<file path="config.mk">
export PLATFORM = sky130hd
export DESIGN_NAME = kfps2kb_receive_frame_flat
export DESIGN_NICKNAME = d
export VERILOG_FILES = /design/src/rtl/kfps2kb_receive_frame_if.sv /design/src/rtl/kfps2kb_receive_frame.sv /design/src/flat_wrapper.sv
export SDC_FILE = /design/constraint.sdc
export NUM_CORES = 1
export LEC_CHECK = 0
export ABC_AREA = 1
export ABC_CLOCK_PERIOD_IN_PS = 2400
export BUFFER_PORTS_ARGS = -buffer_cell sky130_fd_sc_hd__buf_2
export CORE_MARGIN = 2
export CORE_UTILIZATION = 30
export CTS_CLUSTER_DIAMETER = 40
export DETAILED_ROUTE_END_ITERATION = 10
export PLACE_DENSITY = 0.5
export SYNTH_ARGS = -nofsm -noshare
export SYNTH_HDL_FRONTEND = slang
export SYNTH_SLANG_ARGS = --single-unit
</file>
<file path="constraint.sdc">
create_clock -name clock -period 2.4 [get_ports clock]
set_clock_uncertainty 0.05 [all_clocks]
set_input_delay 0.36 -clock clock [delete_from_list [all_inputs] [get_ports clock]]
set_output_delay 0.36 -clock clock [all_outputs]
set_load 0.05 [all_outputs]
</file>
<file path="src/rtl/kfps2kb_receive_frame_if.sv">
// Signal bundle between the PS/2 frame receiver, the PS/2 lines, the host sender and the consumer.
// The receiver uses the slave view; whatever drives the lines and the handshake uses the master view.
interface kfps2kb_receive_frame_if;
  logic       peripheral_clock;
  logic       device_clock;
  logic       device_data;
  logic       sending_data_flag;
  logic       read_ack;
  logic       device_clock_out;
  logic       receiving_flag;
  logic [7:0] recv_data;
  logic       data_full;
  logic       recv_valid;
  logic       parity_error;
  logic       framing_error;
  logic       timeout_error;

  modport master (
    output peripheral_clock, device_clock, device_data, sending_data_flag, read_ack,
    input  device_clock_out, receiving_flag, recv_data, data_full,
           recv_valid, parity_error, framing_error, timeout_error
  );

  modport slave (
    input  peripheral_clock, device_clock, device_data, sending_data_flag, read_ack,
    output device_clock_out, receiving_flag, recv_data, data_full,
           recv_valid, parity_error, framing_error, timeout_error
  );
endinterface

</file>
<file path="src/rtl/kfps2kb_receive_frame.sv">
// PS/2 device-to-host frame receiver: filters the PS/2 clock, shifts in 11-bit frames, holds one
// byte for the consumer and inhibits the device while that byte is unread.
module kfps2kb_receive_frame #(
  parameter logic [7:0]  clock_filter_length = 8'd8,
  parameter logic [15:0] receive_timeout     = 16'd2000
) (
  input  logic                   clock,
  input  logic                   reset_n,
  kfps2kb_receive_frame_if.slave bus
);

  typedef enum logic [1:0] {
    IDLE,
    RECEIVE,
    CHECK
  } state_e;

  state_e      r_state;
  state_e      w_state_next;

  logic [1:0]  r_dclk_sync;
  logic [1:0]  r_ddat_sync;
  logic [1:0]  r_pclk_sync;
  logic        r_pclk_prev;
  logic        r_filt_clk;
  logic        r_filt_prev;
  logic [7:0]  r_filt_cnt;
  logic [9:0]  r_shift;
  logic [3:0]  r_bit_count;
  logic [15:0] r_to_cnt;
  logic [7:0]  r_recv_data;
  logic        r_data_full;
  logic        r_dclk_out;
  logic        r_recv_valid;
  logic        r_parity_error;
  logic        r_framing_error;
  logic        r_timeout_error;
  logic        r_ack_prev;

  logic        w_fall;
  logic        w_data_bit;
  logic        w_pclk_rise;
  logic        w_gate;
  logic        w_ack_rise;
  logic        w_start;
  logic        w_shift_en;
  logic        w_to_clear;
  logic        w_to_inc;
  logic        w_load;
  logic        w_parity_err;
  logic        w_framing_err;
  logic        w_timeout_err;
  logic        w_data_full_next;
  logic [15:0] w_to_cnt_inc;

  // Synchronisers start at the idle bus levels so reset never looks like a clock fall.
  // NOTE: sequential state uses non-blocking assignments so every flop samples pre-edge values.
  always_ff @(posedge clock or negedge reset_n) begin
    if (!reset_n) begin
      r_dclk_sync <= 2'b11;
      r_ddat_sync <= 2'b11;
      r_pclk_sync <= 2'b00;
      r_pclk_prev <= 1'b0;
    end else begin
      r_dclk_sync <= {r_dclk_sync[0], bus.device_clock};
      r_ddat_sync <= {r_ddat_sync[0], bus.device_data};
      r_pclk_sync <= {r_pclk_sync[0], bus.peripheral_clock};
      r_pclk_prev <= r_pclk_sync[1];
    end
  end

  assign w_pclk_rise = r_pclk_sync[1] & ~r_pclk_prev;
  assign w_data_bit  = r_ddat_sync[1];

  // The filtered clock flips only after clock_filter_length consecutive disagreeing samples.
  always_ff @(posedge clock or negedge reset_n) begin
    if (!reset_n) begin
      r_filt_clk  <= 1'b1;
      r_filt_prev <= 1'b1;
      r_filt_cnt  <= '0;
    end else begin
      r_filt_prev <= r_filt_clk;
      if (r_dclk_sync[1] == r_filt_clk) begin
        r_filt_cnt <= '0;
      end else if (r_filt_cnt == clock_filter_length - 8'd1) begin
        r_filt_clk <= r_dclk_sync[1];
        r_filt_cnt <= '0;
      end else begin
        r_filt_cnt <= r_filt_cnt + 8'd1;
      end
    end
  end

  assign w_fall       = r_filt_prev & ~r_filt_clk;
  assign w_gate       = r_data_full | bus.sending_data_flag;
  assign w_ack_rise   = bus.read_ack & ~r_ack_prev;
  assign w_to_cnt_inc = r_to_cnt + 16'd1;

  always_ff @(posedge clock or negedge reset_n) begin
    if (!reset_n) begin
      r_state <= IDLE;
    end else begin
      r_state <= w_state_next;
    end
  end

  // NOTE: every signal written here gets a default first, so no path can infer a latch.
  always_comb begin
    w_state_next  = r_state;
    w_start       = 1'b0;
    w_shift_en    = 1'b0;
    w_to_clear    = 1'b0;
    w_to_inc      = 1'b0;
    w_load        = 1'b0;
    w_parity_err  = 1'b0;
    w_framing_err = 1'b0;
    w_timeout_err = 1'b0;
    if (w_gate) begin
      w_state_next = IDLE;
    end else begin
      unique case (r_state)
        IDLE: begin
          if (w_fall && !w_data_bit) begin
            w_state_next = RECEIVE;
            w_start      = 1'b1;
            w_to_clear   = 1'b1;
          end
        end
        RECEIVE: begin
          if (w_fall) begin
            w_shift_en = 1'b1;
            w_to_clear = 1'b1;
            if (r_bit_count == 4'd9) begin
              w_state_next = CHECK;
            end
          end else if (w_pclk_rise) begin
            if (w_to_cnt_inc == receive_timeout) begin
              w_timeout_err = 1'b1;
              w_state_next  = IDLE;
            end else begin
              w_to_inc = 1'b1;
            end
          end
        end
        CHECK: begin
          w_state_next = IDLE;
          if (!r_shift[9]) begin
            w_framing_err = 1'b1;
          end else if ((^r_shift[8:0]) == 1'b0) begin
            w_parity_err = 1'b1;
          end else begin
            w_load = 1'b1;
          end
        end
        default: w_state_next = IDLE;
      endcase
    end
  end

  // Bits enter at the MSB, so after the stop bit: [7:0] data, [8] parity, [9] stop.
  always_ff @(posedge clock or negedge reset_n) begin
    if (!reset_n) begin
      r_shift     <= '0;
      r_bit_count <= '0;
      r_to_cnt    <= '0;
    end else begin
      if (w_start) begin
        r_shift     <= '0;
        r_bit_count <= '0;
      end else if (w_shift_en) begin
        r_shift     <= {w_data_bit, r_shift[9:1]};
        r_bit_count <= r_bit_count + 4'd1;
      end
      if (w_to_clear) begin
        r_to_cnt <= '0;
      end else if (w_to_inc) begin
        r_to_cnt <= w_to_cnt_inc;
      end
    end
  end

  // A load in the same cycle as an acknowledge edge wins, keeping the new byte marked unread.
  assign w_data_full_next = w_load ? 1'b1 : (w_ack_rise ? 1'b0 : r_data_full);

  always_ff @(posedge clock or negedge reset_n) begin
    if (!reset_n) begin
      r_recv_data     <= 8'h00;
      r_data_full     <= 1'b0;
      r_dclk_out      <= 1'b1;
      r_recv_valid    <= 1'b0;
      r_parity_error  <= 1'b0;
      r_framing_error <= 1'b0;
      r_timeout_error <= 1'b0;
      r_ack_prev      <= 1'b0;
    end else begin
      r_ack_prev      <= bus.read_ack;
      r_data_full     <= w_data_full_next;
      r_dclk_out      <= ~w_data_full_next;
      r_recv_valid    <= w_load;
      r_parity_error  <= w_parity_err;
      r_framing_error <= w_framing_err;
      r_timeout_error <= w_timeout_err;
      if (w_load) begin
        r_recv_data <= r_shift[7:0];
      end
    end
  end

  assign bus.device_clock_out = r_dclk_out;
  assign bus.receiving_flag   = (r_state == RECEIVE) || (r_state == CHECK);
  assign bus.recv_data        = r_recv_data;
  assign bus.data_full        = r_data_full;
  assign bus.recv_valid       = r_recv_valid;
  assign bus.parity_error     = r_parity_error;
  assign bus.framing_error    = r_framing_error;
  assign bus.timeout_error    = r_timeout_error;

endmodule
</file>
<file path="src/flat_wrapper.sv">
// flat-port wrapper written by rule: the top's interface ports become plain ports
module kfps2kb_receive_frame_flat 
#(
  parameter logic [7:0]  clock_filter_length = 8'd8,
  parameter logic [15:0] receive_timeout     = 16'd2000
)
  (clock, reset_n, bus_peripheral_clock, bus_device_clock, bus_device_data, bus_sending_data_flag, bus_read_ack, bus_device_clock_out, bus_receiving_flag, bus_recv_data, bus_data_full, bus_recv_valid, bus_parity_error, bus_framing_error, bus_timeout_error);
  kfps2kb_receive_frame_if bus_i ();
  input  logic clock;
  input  logic reset_n;
  input wire logic [$bits(bus_i.peripheral_clock)-1:0] bus_peripheral_clock;
  input wire logic [$bits(bus_i.device_clock)-1:0] bus_device_clock;
  input wire logic [$bits(bus_i.device_data)-1:0] bus_device_data;
  input wire logic [$bits(bus_i.sending_data_flag)-1:0] bus_sending_data_flag;
  input wire logic [$bits(bus_i.read_ack)-1:0] bus_read_ack;
  output wire logic [$bits(bus_i.device_clock_out)-1:0] bus_device_clock_out;
  output wire logic [$bits(bus_i.receiving_flag)-1:0] bus_receiving_flag;
  output wire logic [$bits(bus_i.recv_data)-1:0] bus_recv_data;
  output wire logic [$bits(bus_i.data_full)-1:0] bus_data_full;
  output wire logic [$bits(bus_i.recv_valid)-1:0] bus_recv_valid;
  output wire logic [$bits(bus_i.parity_error)-1:0] bus_parity_error;
  output wire logic [$bits(bus_i.framing_error)-1:0] bus_framing_error;
  output wire logic [$bits(bus_i.timeout_error)-1:0] bus_timeout_error;
  assign bus_i.peripheral_clock = bus_peripheral_clock;
  assign bus_i.device_clock = bus_device_clock;
  assign bus_i.device_data = bus_device_data;
  assign bus_i.sending_data_flag = bus_sending_data_flag;
  assign bus_i.read_ack = bus_read_ack;
  assign bus_device_clock_out = bus_i.device_clock_out;
  assign bus_receiving_flag = bus_i.receiving_flag;
  assign bus_recv_data = bus_i.recv_data;
  assign bus_data_full = bus_i.data_full;
  assign bus_recv_valid = bus_i.recv_valid;
  assign bus_parity_error = bus_i.parity_error;
  assign bus_framing_error = bus_i.framing_error;
  assign bus_timeout_error = bus_i.timeout_error;
  kfps2kb_receive_frame #(.clock_filter_length(clock_filter_length), .receive_timeout(receive_timeout)) u_core (.clock(clock), .reset_n(reset_n), .bus(bus_i));
endmodule
</file>
==> impl_metrics.env <==
export IMPL_fin_ws_ns=0.294
export IMPL_min_path_type="primary input to asynchronous set/reset pin"
export IMPL_drt_antenna_violating_nets=0
export IMPL_finalNetCount=459
export IMPL_die_h_microns=108
export IMPL_num_rows=37
export IMPL_gr_total_overflow=0
export IMPL_fmax_ghz=0.475
export IMPL_cts_max_level=3
export IMPL_coreArea_sq_um=10400
export IMPL_worst_pin_slew_ns=0.642
export IMPL_ys_flop_type="dfrtp_1"
export IMPL_relSlewSlack_pct=57.2
export IMPL_r2r_start="u_core.r_to_cnt[0]"
export IMPL_holdBufCountCts=0
export IMPL_maxCapViolCount=0
export IMPL_required_ns=2.59
export IMPL_synth_common_cells="111 x nand2_1, 58 x inv_1, 57 x dfrtp_1, 46 x nand3_1, 43 x nor2_1"
export IMPL_rsz0062_at_grt="no"
export IMPL_place_area_sq_um=3530
export IMPL_drv_slew=0
export IMPL_critical_path_class="register to register"
export IMPL_reg2regPathDepth=14
export IMPL_violations="hold timing"
export IMPL_ioPinCount=22
export IMPL_final_min_clock_period_ns=2.11
export IMPL_nFillCells=1119
export IMPL_tritoncts="done"
export IMPL_clk_insertion_delay_late_ns=0.34
export IMPL_antenna_found_initial=0
export IMPL_cts_sinks=64
export IMPL_routedWlPerCell_microns=11.4
export IMPL_path_clk_slew_ns=0.07
export IMPL_outcome="finished with violations"
export IMPL_cp_max_fo=8
export IMPL_synth_nets=425
export IMPL_gp_congestion=0.841
export IMPL_finalSetupViolations=0
export IMPL_endpoint_kind="register"
export IMPL_syn_area_sq_um=3230
export IMPL_syn_avg_cell_area_sq_um=7.88
export IMPL_worst_r2r_endpoint="u_core.r_to_cnt[0]"
export IMPL_synthesis_instances=410
export IMPL_finalSetupTns_ns=0
export IMPL_yosysSeqAreaShare_pct=49.8
export IMPL_antennaDiodeCount=0
export IMPL_post_place_ws_ns=0.120
export IMPL_post_route_util_pct=36.1
export IMPL_ys_ff_latch=64
export IMPL_yosys_area_top_type_share_pct=44.2
export IMPL_start_util_pct=31.2
export IMPL_cts_buffers=9
export IMPL_power_leakage_uw=0.00181
export IMPL_r2r_slack_ns=0.29
export IMPL_die_area_sq_um=11600
export IMPL_hold_slack_ns=-0.0109
export IMPL_startpoint_type="register"
export IMPL_ir_drop_mv=0.531
export IMPL_fin_crit_sh_pct=87.8
export IMPL_synthDistinctLibCells=31
export IMPL_synth_edf_count=0
export IMPL_synth_area_leaders="dfrtp_1 44%, nand2_1 13%, nand3_1 7.1%, inv_1 6.7%, dfstp_2 5.7%"
export IMPL_drcViolationCount=0
export IMPL_synthMostInstantiatedCell="nand2_1"
export IMPL_grt_total_usage_pct=13.2
export IMPL_clockBufferDepth=2
export IMPL_finalHoldViolations=7
export IMPL_dr_total_vias=2589
export IMPL_cts_root_buf="clkbuf_8"
export IMPL_final_layout_size_suffix_gt1_share_pct=15.1
export IMPL_cp_data_arrival_time_ns=2.29
export IMPL_ys_warn_count=0
export IMPL_final_area_sq_um=3740
export IMPL_dpl_hpwl_microns=4860
export IMPL_synth_top_cell_by_area="dfrtp_1"
export IMPL_drt_iter0_drc=126
export IMPL_finalWirelength_microns=6640
export IMPL_via_per_inst=4.43
export IMPL_grt_pass1_vias=2630
export IMPL_grt_pass1_wl_microns=12100
export IMPL_ys_async_sr_fraction_pct=100
export IMPL_area_growth_pct=15.8
export IMPL_die_w_microns=108
export IMPL_io_buffers=21
export IMPL_grt_max_degree=29
export IMPL_power_density_nw_per_um2=906
export IMPL_drt_pass1_iter_count=6
## placed cells by master, fill, tap and decap left out, types with 2 or more instances in the layout
cell type   count
dfstp_2         7
o22ai_1         3
clkinvlp_4      2
nand4_1         5
xnor2_1         5
dfrtp_2         2
o21ai_1         4
nand2_1       110
nand3_1        46
nor2_1         43
dfrtp_1        55
inv_1          58
xor2_1          3
clkbuf_8       11
o21ai_0        22
nor2_2          4
buf_2          21
a21oi_1         8
nor3_1          7
nand2_2         4
ha_1            7
buf_4           6
## cell type report
cell class	count	area [sq um]	share of cell area, %
Timing Repair Buffer	29	185	4.95
Clock buffer	12	155	4.15
Inverter	60	225	6.02
Clock inverter	4	28.8	0.769
Tap cell	136	170	4.55
Multi-Input combinational cell	280	1370	36.5
Sequential cell	64	1610	43.1
## kinds of logic (layout without fill, tap and decap cells)
logic type	count (synthesis)	in the layout	share of synthesized area, %
AOI/OAI and AO/OA	39	39	6.31
adders and majority gates	8	8	3.10
buffers and inverters	66	105	8.37
xor gates and xnor gates	9	9	2.67
DFF	64	64	49.8
and+or+nand+nor	224	224	29.7
## sequential cells by signal, summed over array words and instances (netlist names), 2 cells and up
name and flops:
u_core.r_to_cnt 16, u_core.r_shift 10, u_core.bus.recv_data 8, u_core.r_filt_cnt 8
u_core.r_bit_count 4, u_core.r_dclk_sync 2, u_core.r_ddat_sync 2, u_core.r_pclk_sync 2
u_core.r_state 2
## stage by stage
step                      total power (uW)  hold slack [ns]  instances
after floorplan                       2240           0.0144        410
after global placement                2540            0.291        569
after detailed placement              2560            0.290        569
after CTS                             3440          0.00484        585
after global routing                  3680           0.0322        585
final                                 3390          -0.0109        585
## metal layers
layer	global-route usage, %	routed length [microns]	vias to the layer above
met5	0	0	-
met4	4.49	55	0
met3	3.51	159	4
met2	21.9	3190	28
met1	16.7	3230	1198
li1	-	-	1359
## worst max path at each step
| stage | from | endpoint | slack (ns) | cells after the start |
|---|---|---|---|---|
| 6_report | u_core.r_to_cnt[0] | u_core.r_to_cnt[0] | 0.29 | 14 |
| 5_1_grt | u_core.r_to_cnt[0] | u_core.r_to_cnt[6] | 0.04 | 14 |
| 4_1_cts | u_core.r_to_cnt[0] | u_core.r_to_cnt[6] | 0.11 | 14 |
| 3_5_place_dp | u_core.r_to_cnt[0] | u_core.r_to_cnt[6] | 0.12 | 14 |
| 3_3_place_gp | u_core.r_to_cnt[0] | u_core.r_to_cnt[8] | 0.20 | 14 |
| 2_1_floorplan | u_core.bus.data_full | u_core.r_to_cnt[11] | 0.46 | 9 |
## critical path: stages, from the launching register on
cell and delay (ns):
dfrtp_2 0.43, ha_4 0.17, nand2_1 0.08, nor2_4 0.15, nand3_1 0.14, nor2_1 0.11
nand2_1 0.05, nand2_1 0.10, nand2_1 0.06, nor2_1 0.13, nand2_1 0.08, nand2_2 0.13
buf_4 0.17, nand3_1 0.07, o21ai_0 0.09
## report_power, final
group,internal [uW],leakage [uW],switching (uW)
Combinational,403,0.000896,677
Sequential,1290,0.000825,175
Clock,431,0.0000886,416
## timing repair
| item | in CTS | in global routing |
|---|---|---|
| endpoints found under the hold margin | 0 | 0 |
| resized for setup | 0 | 7 |
| setup endpoints to repair | 0 | 15 |
| buffers inserted | 0 | 0 |
Note: power is estimated with default switching activity, not from simulation.
